==> config.mk <==
export PLATFORM = sky130hd
export DESIGN_NAME = dsp_mac_pipe
export DESIGN_NICKNAME = d
export VERILOG_FILES = /design/src/rtl/dsp_mac_pipe.sv
export SDC_FILE = /design/constraint.sdc
export NUM_CORES = 2
export LEC_CHECK = 0
export BUFFER_PORTS_ARGS = -buffer_cell sky130_fd_sc_hd__buf_4
export CAP_MARGIN = 20
export CORE_MARGIN = 3
export CORE_UTILIZATION = 24
export CTS_BUF_LIST = sky130_fd_sc_hd__clkbuf_16
export CTS_CLUSTER_SIZE = 10
export DETAILED_ROUTE_END_ITERATION = 6
export GPL_ROUTABILITY_DRIVEN = 0
export PLACE_DENSITY = 0.47
export SLEW_MARGIN = 20
export SYNTH_ARGS = -nofsm -noshare
export SYNTH_HDL_FRONTEND = slang
export SYNTH_SLANG_ARGS = --single-unit
==> constraint.sdc <==
create_clock -name CLK -period 12.82 [get_ports CLK]
set_clock_uncertainty 0.05 [all_clocks]
set_input_delay 0.641 -clock CLK [delete_from_list [all_inputs] [get_ports CLK]]
set_output_delay 0.641 -clock CLK [all_outputs]
set_load 0.01 [all_outputs]
==> src/rtl/dsp_mac_pipe.sv <==
// Four-stage pre-add / multiply / post-add MAC pipeline with per-sample OPMODE,
// global stall, optional post-adder saturation and a sticky overflow flag.
module dsp_mac_pipe #(
  parameter int unsigned AW         = 18,
  parameter int unsigned BW         = 18,
  parameter int unsigned PW         = 48,
  parameter bit          CARRYINSEL = 1'b0,
  parameter bit          SAT        = 1'b0
) (
  input  logic             CLK,
  input  logic             RSTN,
  input  logic             IN_VALID,
  input  logic             STALL,
  input  logic [AW-1:0]    A,
  input  logic [BW-1:0]    B,
  input  logic [BW-1:0]    D,
  input  logic [PW-1:0]    C,
  input  logic [PW-1:0]    PCIN,
  input  logic [7:0]       OPMODE,
  input  logic             CARRYIN,
  input  logic             CLR_OVF,
  output logic [BW-1:0]    BCOUT,
  output logic [AW+BW-1:0] M,
  output logic [PW-1:0]    P,
  output logic [PW-1:0]    PCOUT,
  output logic             CARRYOUT,
  output logic             OUT_VALID,
  output logic             OVF
);

  localparam int unsigned MW  = AW + BW;
  localparam int unsigned SW  = PW + 1;
  localparam int unsigned PMW = 6;

  // Stage-1 input registers
  logic [AW-1:0]  a1;
  logic [BW-1:0]  b1, d1;
  logic [PW-1:0]  c1, pcin1;
  logic [7:0]     op1;
  logic           cin1, v1;

  // Stage-2 / stage-3 side-band carried alongside BCOUT and M
  logic [AW-1:0]  a2;
  logic [PW-1:0]  c2, pcin2, c3, pcin3;
  logic [PMW-1:0] pm1, pm2, pm3;
  logic           cin2, cin3, v2, v3;

  logic [BW-1:0]  bc_next;
  logic [MW-1:0]  m_next;
  logic [PW-1:0]  x_mux, z_mux, p_next;
  logic [SW-1:0]  post_sum;
  logic           cin_sel, clamp, p_update;

  // Post-adder mode fields once the pre-adder is done: {sub, carry, zsel, xsel}
  assign pm1      = {op1[7], op1[5], op1[3:0]};
  assign p_update = v3 && !STALL;

  always_ff @(posedge CLK or negedge RSTN) begin
    if (!RSTN) begin
      a1    <= '0;
      b1    <= '0;
      d1    <= '0;
      c1    <= '0;
      pcin1 <= '0;
      op1   <= '0;
      cin1  <= 1'b0;
      v1    <= 1'b0;
    end else if (!STALL) begin
      a1    <= A;
      b1    <= B;
      d1    <= D;
      c1    <= C;
      pcin1 <= PCIN;
      op1   <= OPMODE;
      cin1  <= CARRYIN;
      v1    <= IN_VALID;
    end
  end

  // Pre-adder: pass B, or D+B / D-B, wrapping at BW bits
  always_comb begin
    bc_next = b1;
    if (op1[4]) begin
      bc_next = op1[6] ? BW'(d1 - b1) : BW'(d1 + b1);
    end
  end

  always_ff @(posedge CLK or negedge RSTN) begin
    if (!RSTN) begin
      BCOUT <= '0;
      a2    <= '0;
      c2    <= '0;
      pcin2 <= '0;
      pm2   <= '0;
      cin2  <= 1'b0;
      v2    <= 1'b0;
    end else if (!STALL) begin
      BCOUT <= bc_next;
      a2    <= a1;
      c2    <= c1;
      pcin2 <= pcin1;
      pm2   <= pm1;
      cin2  <= cin1;
      v2    <= v1;
    end
  end

  assign m_next = MW'(BCOUT) * MW'(a2);

  always_ff @(posedge CLK or negedge RSTN) begin
    if (!RSTN) begin
      M     <= '0;
      c3    <= '0;
      pcin3 <= '0;
      pm3   <= '0;
      cin3  <= 1'b0;
      v3    <= 1'b0;
    end else if (!STALL) begin
      M     <= m_next;
      c3    <= c2;
      pcin3 <= pcin2;
      pm3   <= pm2;
      cin3  <= cin2;
      v3    <= v2;
    end
  end

  // X / Z operand selection for the post-adder
  always_comb begin
    x_mux = '0;
    z_mux = '0;
    case (pm3[1:0])
      2'd0:    x_mux = '0;
      2'd1:    x_mux = PW'(M);
      2'd2:    x_mux = P;
      default: x_mux = c3;
    endcase
    case (pm3[3:2])
      2'd0:    z_mux = '0;
      2'd1:    z_mux = pcin3;
      2'd2:    z_mux = P;
      default: z_mux = c3;
    endcase
  end

  // Post-adder in PW+1 bits; the top bit is carry on add, borrow on subtract
  always_comb begin
    cin_sel = CARRYINSEL ? cin3 : pm3[4];
    if (pm3[5]) begin
      post_sum = {1'b0, z_mux} - ({1'b0, x_mux} + SW'(cin_sel));
    end else begin
      post_sum = {1'b0, z_mux} + {1'b0, x_mux} + SW'(cin_sel);
    end
    clamp  = SAT && post_sum[PW];
    p_next = post_sum[PW-1:0];
    if (clamp) begin
      p_next = pm3[5] ? '0 : '1;
    end
  end

  // Result stage only moves on valid samples so feedback accumulates cleanly
  always_ff @(posedge CLK or negedge RSTN) begin
    if (!RSTN) begin
      P         <= '0;
      PCOUT     <= '0;
      CARRYOUT  <= 1'b0;
      OUT_VALID <= 1'b0;
    end else if (!STALL) begin
      OUT_VALID <= v3;
      if (p_update) begin
        P        <= p_next;
        PCOUT    <= p_next;
        CARRYOUT <= post_sum[PW];
      end
    end
  end

  // Sticky overflow: a clamp on this update outranks a simultaneous clear
  always_ff @(posedge CLK or negedge RSTN) begin
    if (!RSTN) begin
      OVF <= 1'b0;
    end else if (!STALL) begin
      if (p_update && clamp) begin
        OVF <= 1'b1;
      end else if (CLR_OVF) begin
        OVF <= 1'b0;
      end
    end
  end

endmodule

---- Word-level counts from Yosys, hierarchy flattened ----
Index checks and enable logic that the tools add are counted.
word-level totals
  register bits after elaboration ......... 487
  bits of input ports ..................... 164
cells by class
  $add $sub $neg .......................... 6
  mux-type cells .......................... 5
  $mul .................................... 1
  bitwise operators ....................... 1
  reduce and logical (&&, ||, !) cells .... 5
  equality and inequality tests ........... 4
operators by type and width
  operator              number
  $pmux W48 S3          2
  $add A48 B1 Y49       1
  $add A48 B48 Y49      1
  $add A49 B1 Y49       1
  $mux W49              1
  $sub A48 B49 Y49      1
  $mul A18 B18 Y36      1
  $mux W18              2
  $add A18 B18 Y18      1
  $sub A18 B18 Y18      1
  $eq A2 B1 Y1 const B  2
  $eq A2 B2 Y1 const B  2
  $logic_not A2 Y1      2
  $reduce_and A2 Y1     1
  $logic_and A1 B1 Y1   1
  $logic_not A1 Y1      1
  $not A1 Y1            1

---- Logic depth before layout (Yosys ltp) ----
  word-level depth ........................ 5
  mapped depth ............................ 27
  mapped depth without buffers ............ 25

---- Worst setup path after synthesis ----
No wires, ideal clock.
  kind .................................... register to register
  start point ............................. register BCOUT[7]
  end point ............................... register M[35]
  library setup time ...................... 0.137 ns
  arrival ................................. 6.475 ns
  cell stages (with the launch flop) ...... 26
  clock period less this slack ............ 6.662 ns
  setup slack ............................. 6.158 ns
  data required time ...................... 12.633 ns
  path through ............................ dfrtp_1 clkbuf_1 clkbuf_1 nand2_1 fa_1 inv_1 fa_1 inv_1 fa_1 inv_1 fa_1 fa_1 inv_1 fa_1 inv_1 ha_1 nand4_1 or3_1 a211oi_1 o21bai_1 a21oi_1 o2111ai_1 a41oi_1 o21ai_1 a2111oi_0 nor3_1
between the ends
  longest elaborated chain between the ends .. 1
ends and longest elaborated chain
  item                      line  source
  start: declaration        22    output logic [BW-1:0] BCOUT,
  start signal: assignment  98    BCOUT <= bc_next;
  $mul A18 B18 Y36          108   assign m_next = MW'(BCOUT) * MW'(a2);
  end signal: assignment    119   M <= m_next;
  end: declaration          23    output logic [AW+BW-1:0] M,
No other way between the ends.
A chain may end at the register's enable or synchronous reset.

---- Worst setup path after layout ----
  start point ............................. register a2[9]
  end point ............................... register M[35]
between the ends
  longest elaborated chain between the ends .. 1
ends and longest elaborated chain
  item                      line  source
  start: declaration        43    logic [AW-1:0] a2;
  start signal: assignment  91    a2 <= '0;
  start signal: assignment  99    a2 <= a1;
  $mul A18 B18 Y36          108
No other way between the ends.

==> impl_metrics.ini <==
[clocking]
cts_resized = 0
ctsHoldBuffers = 1
clk_pin_slew_worst_paths_ns = 0.06
root_buffer = clkbuf_16
h-tree-depth = 2
clock_path_buffers = 3
cts_tree = done
cts_made_buffers = 61
clk-insertion-delay-late_ns = 0.67
clkSinkCount = 487
cts_setup_buffers = 0

[outcome]
status = complete, no violations

[floorplan]
io_pins = 317
core_mm2 = 0.1569
fp.dieArea_mm2 = 0.1633
die_h_um = 404.1
num_rows = 145
start_util = 0.2424
die_x_um = 404.1

[cells_and_area]
final_cell_mix = dfrtp_1, mux2_2, inv_1
syn_to_final_growth_pct = 15.88
final_net_count = 4592
layout_commonest_cell = dfrtp_1
layout-drive-gt1-share = 0.2356
fin_area_mm2 = 0.04408
nFillCells = 16540

[global_route]
grt_max_degree = 179
grt_pass1_wl_um = 175300
overflow = 0
grt_pass1_vias = 27800
antenna_found_initial = 14
track_usage = 0.1402

[drt]
post_drt_via_cell_ratio = 4.504
ant_nets = 0
wl_um = 116100
dr_total_vias = 27010
dr.pass1.iters = 5
drcViolationCount = 0
wl_per_cell_um = 19.36
drt-initial-drc-count = 1420

[sta]
finalHoldViolations = 0
final_max_slew_viol_count = 0
fin_crit_ns = 7.446
setup_viol = 0
timing.fmax_mhz = 134.3
fin_crit_sh = 0.5808
tns_ns = 0
relSlewSlack = 0.3186
hold_ws_ns = 0.1332
worstMarginPinSlew_ns = 1.022
rsz0062_at_grt = no

[synthesis]
syn_area_mm2 = 0.03804
seq_area_frac_synth = 0.3203
synth_top_cell_area_share = 0.3203
synth.distinct_cells = 75
async_flop_share = 1.000
avgSynthCellArea_um2 = 10.22
synthCells = 3722
synth_area_leaders = dfrtp_1, mux2_2, fa_1
ys.flop_type = dfrtp_1
synth_top_area_cell = dfrtp_1
ys_ff_latch = 487
synth_nets = 4414
yosys_warnings = 0
synth_edf_count = 0

[run]
cap_violations = 0

[critical_path]
crit_path_start_kind = flop
crit_path_end_kind = flop
cp_data_arrival_time_ns = 7.94
critPathKind = reg2reg
required_ns = 13.31
cp_max_fo = 19

[placed_design]
port-buffer-count = 313
dp_hpwl_um = 86500
place_area_mm2 = 0.04223

[worst_hold_path]
min_path_type = in2reg
==> path summary, 6_finish.rpt <==
kind | startpoint | endpoint | slack (ns) | cells after the start
max in group asynchronous | RSTN | pcin1[28] | 10.00 | 4
hold / removal | PCIN[5] | pcin1[5] | 0.13 | 2
hold reg to reg | c1[9] | c2[9] | 0.39 | 1
min in group asynchronous | RSTN | M[34] | 0.50 | 2
setup / recovery | a2[9] | M[35] | 5.37 | 23
setup reg to reg | a2[9] | M[35] | 5.37 | 23
==> per-stage QoR <==
stage | utilization | std cells | setup slack (ns)
floorplan | - | 3722 | 6.158
global placement | 0.2691 | 5894 | 5.367
detailed placement | 0.2691 | 5894 | 5.313
CTS | 0.2808 | 5989 | 5.312
global route | 0.2808 | 5989 | 4.835
finish | 0.2809 | 5998 | 5.374
==> synthesized netlist by cell type, types with 4 or more instances <==
cell type / instances
a211oi_1: 11
a21boi_0: 6
a21o_1: 66
a21oi_1: 156
a221oi_1: 5
a22o_1: 84
a22oi_1: 6
a31oi_1: 22
a41oi_1: 8
and2_1: 132
and3_1: 12
and4_1: 7
buf_1: 9
buf_4: 49
clkbuf_1: 178
dfrtp_1: 487
fa_1: 261
ha_1: 267
inv_1: 428
mux2_2: 475
mux2i_1: 31
nand2_1: 365
nand2b_1: 20
nand3_1: 23
nand3b_1: 5
nand4_1: 19
nor2_1: 97
nor2b_1: 32
nor3_1: 25
nor3b_1: 4
nor4_1: 8
o211ai_1: 4
o21a_1: 19
o21ai_0: 159
o21ai_1: 6
o21bai_1: 20
o22ai_1: 7
o31a_1: 4
o31ai_1: 7
or2_2: 4
or3_1: 10
xnor2_1: 92
xor2_1: 46
==> critical path: stages (launching register included) <==
cell and delay (ns):
dfrtp_1 0.94, nand2_1 0.18, fa_1 0.56, inv_1 0.05, fa_1 0.51, inv_1 0.06
fa_1 0.53, inv_1 0.05, fa_1 0.45, fa_1 0.50, inv_1 0.05, fa_1 0.47
inv_1 0.04, ha_1 0.35, nand4_1 0.16, or3_1 0.35, a211oi_1 0.43, o21bai_1 0.19
a21oi_1 0.28, o2111ai_1 0.17, a41oi_1 0.28, o21ai_1 0.13, a2111oi_0 0.43, nor3_1 0.11
==> routing by layer <==
metal	share of wire	vias up	global-route usage
li1	-	12770	-
met1	0.48	13500	0.1971
met2	0.44	579	0.2185
met3	0.056	155	0.02895
met4	0.027	6	0.03671
met5	0.00034	-	0
==> sequential cells by signal (all words and copies together) (netlist names), 36 cells and up <==
signal,count
pcin2,48
pcin3,48
c2,48
c1,48
M,36
pcin1,48
c3,48
PCOUT,48
==> cell families (layout without fill, tap and decap cells) <==
group	count (synthesis)	count (layout)	share of synthesized area
AO/OA/AOI/OAI	626	626	0.1072
XOR/XNOR	138	138	0.03177
adder cells (fa/ha/maj)	528	528	0.2252
buffers and inverters	666	875	0.07078
flip-flops	487	487	0.3203
multiplexers	507	507	0.1491
other	1	10	0.00009857
AND/OR/NAND/NOR	769	769	0.09554
==> final cells by class <==
type / instances / area, um^2 / share of cell area
sequential: 487 / 12190 / 0.2766
antenna: 9 / 22.52 / 0.0005109
clock buffer: 61 / 1526 / 0.03463
multi-input combinational: 2569 / 23190 / 0.5260
inverter: 428 / 1607 / 0.03644
timing repair buffer: 353 / 2680 / 0.06079
tap: 2058 / 2575 / 0.05841
clock inverter: 33 / 291.5 / 0.006613
Power is not shown: default switching activity piles up to over one toggle a cycle in this logic, so the estimate is an artifact.
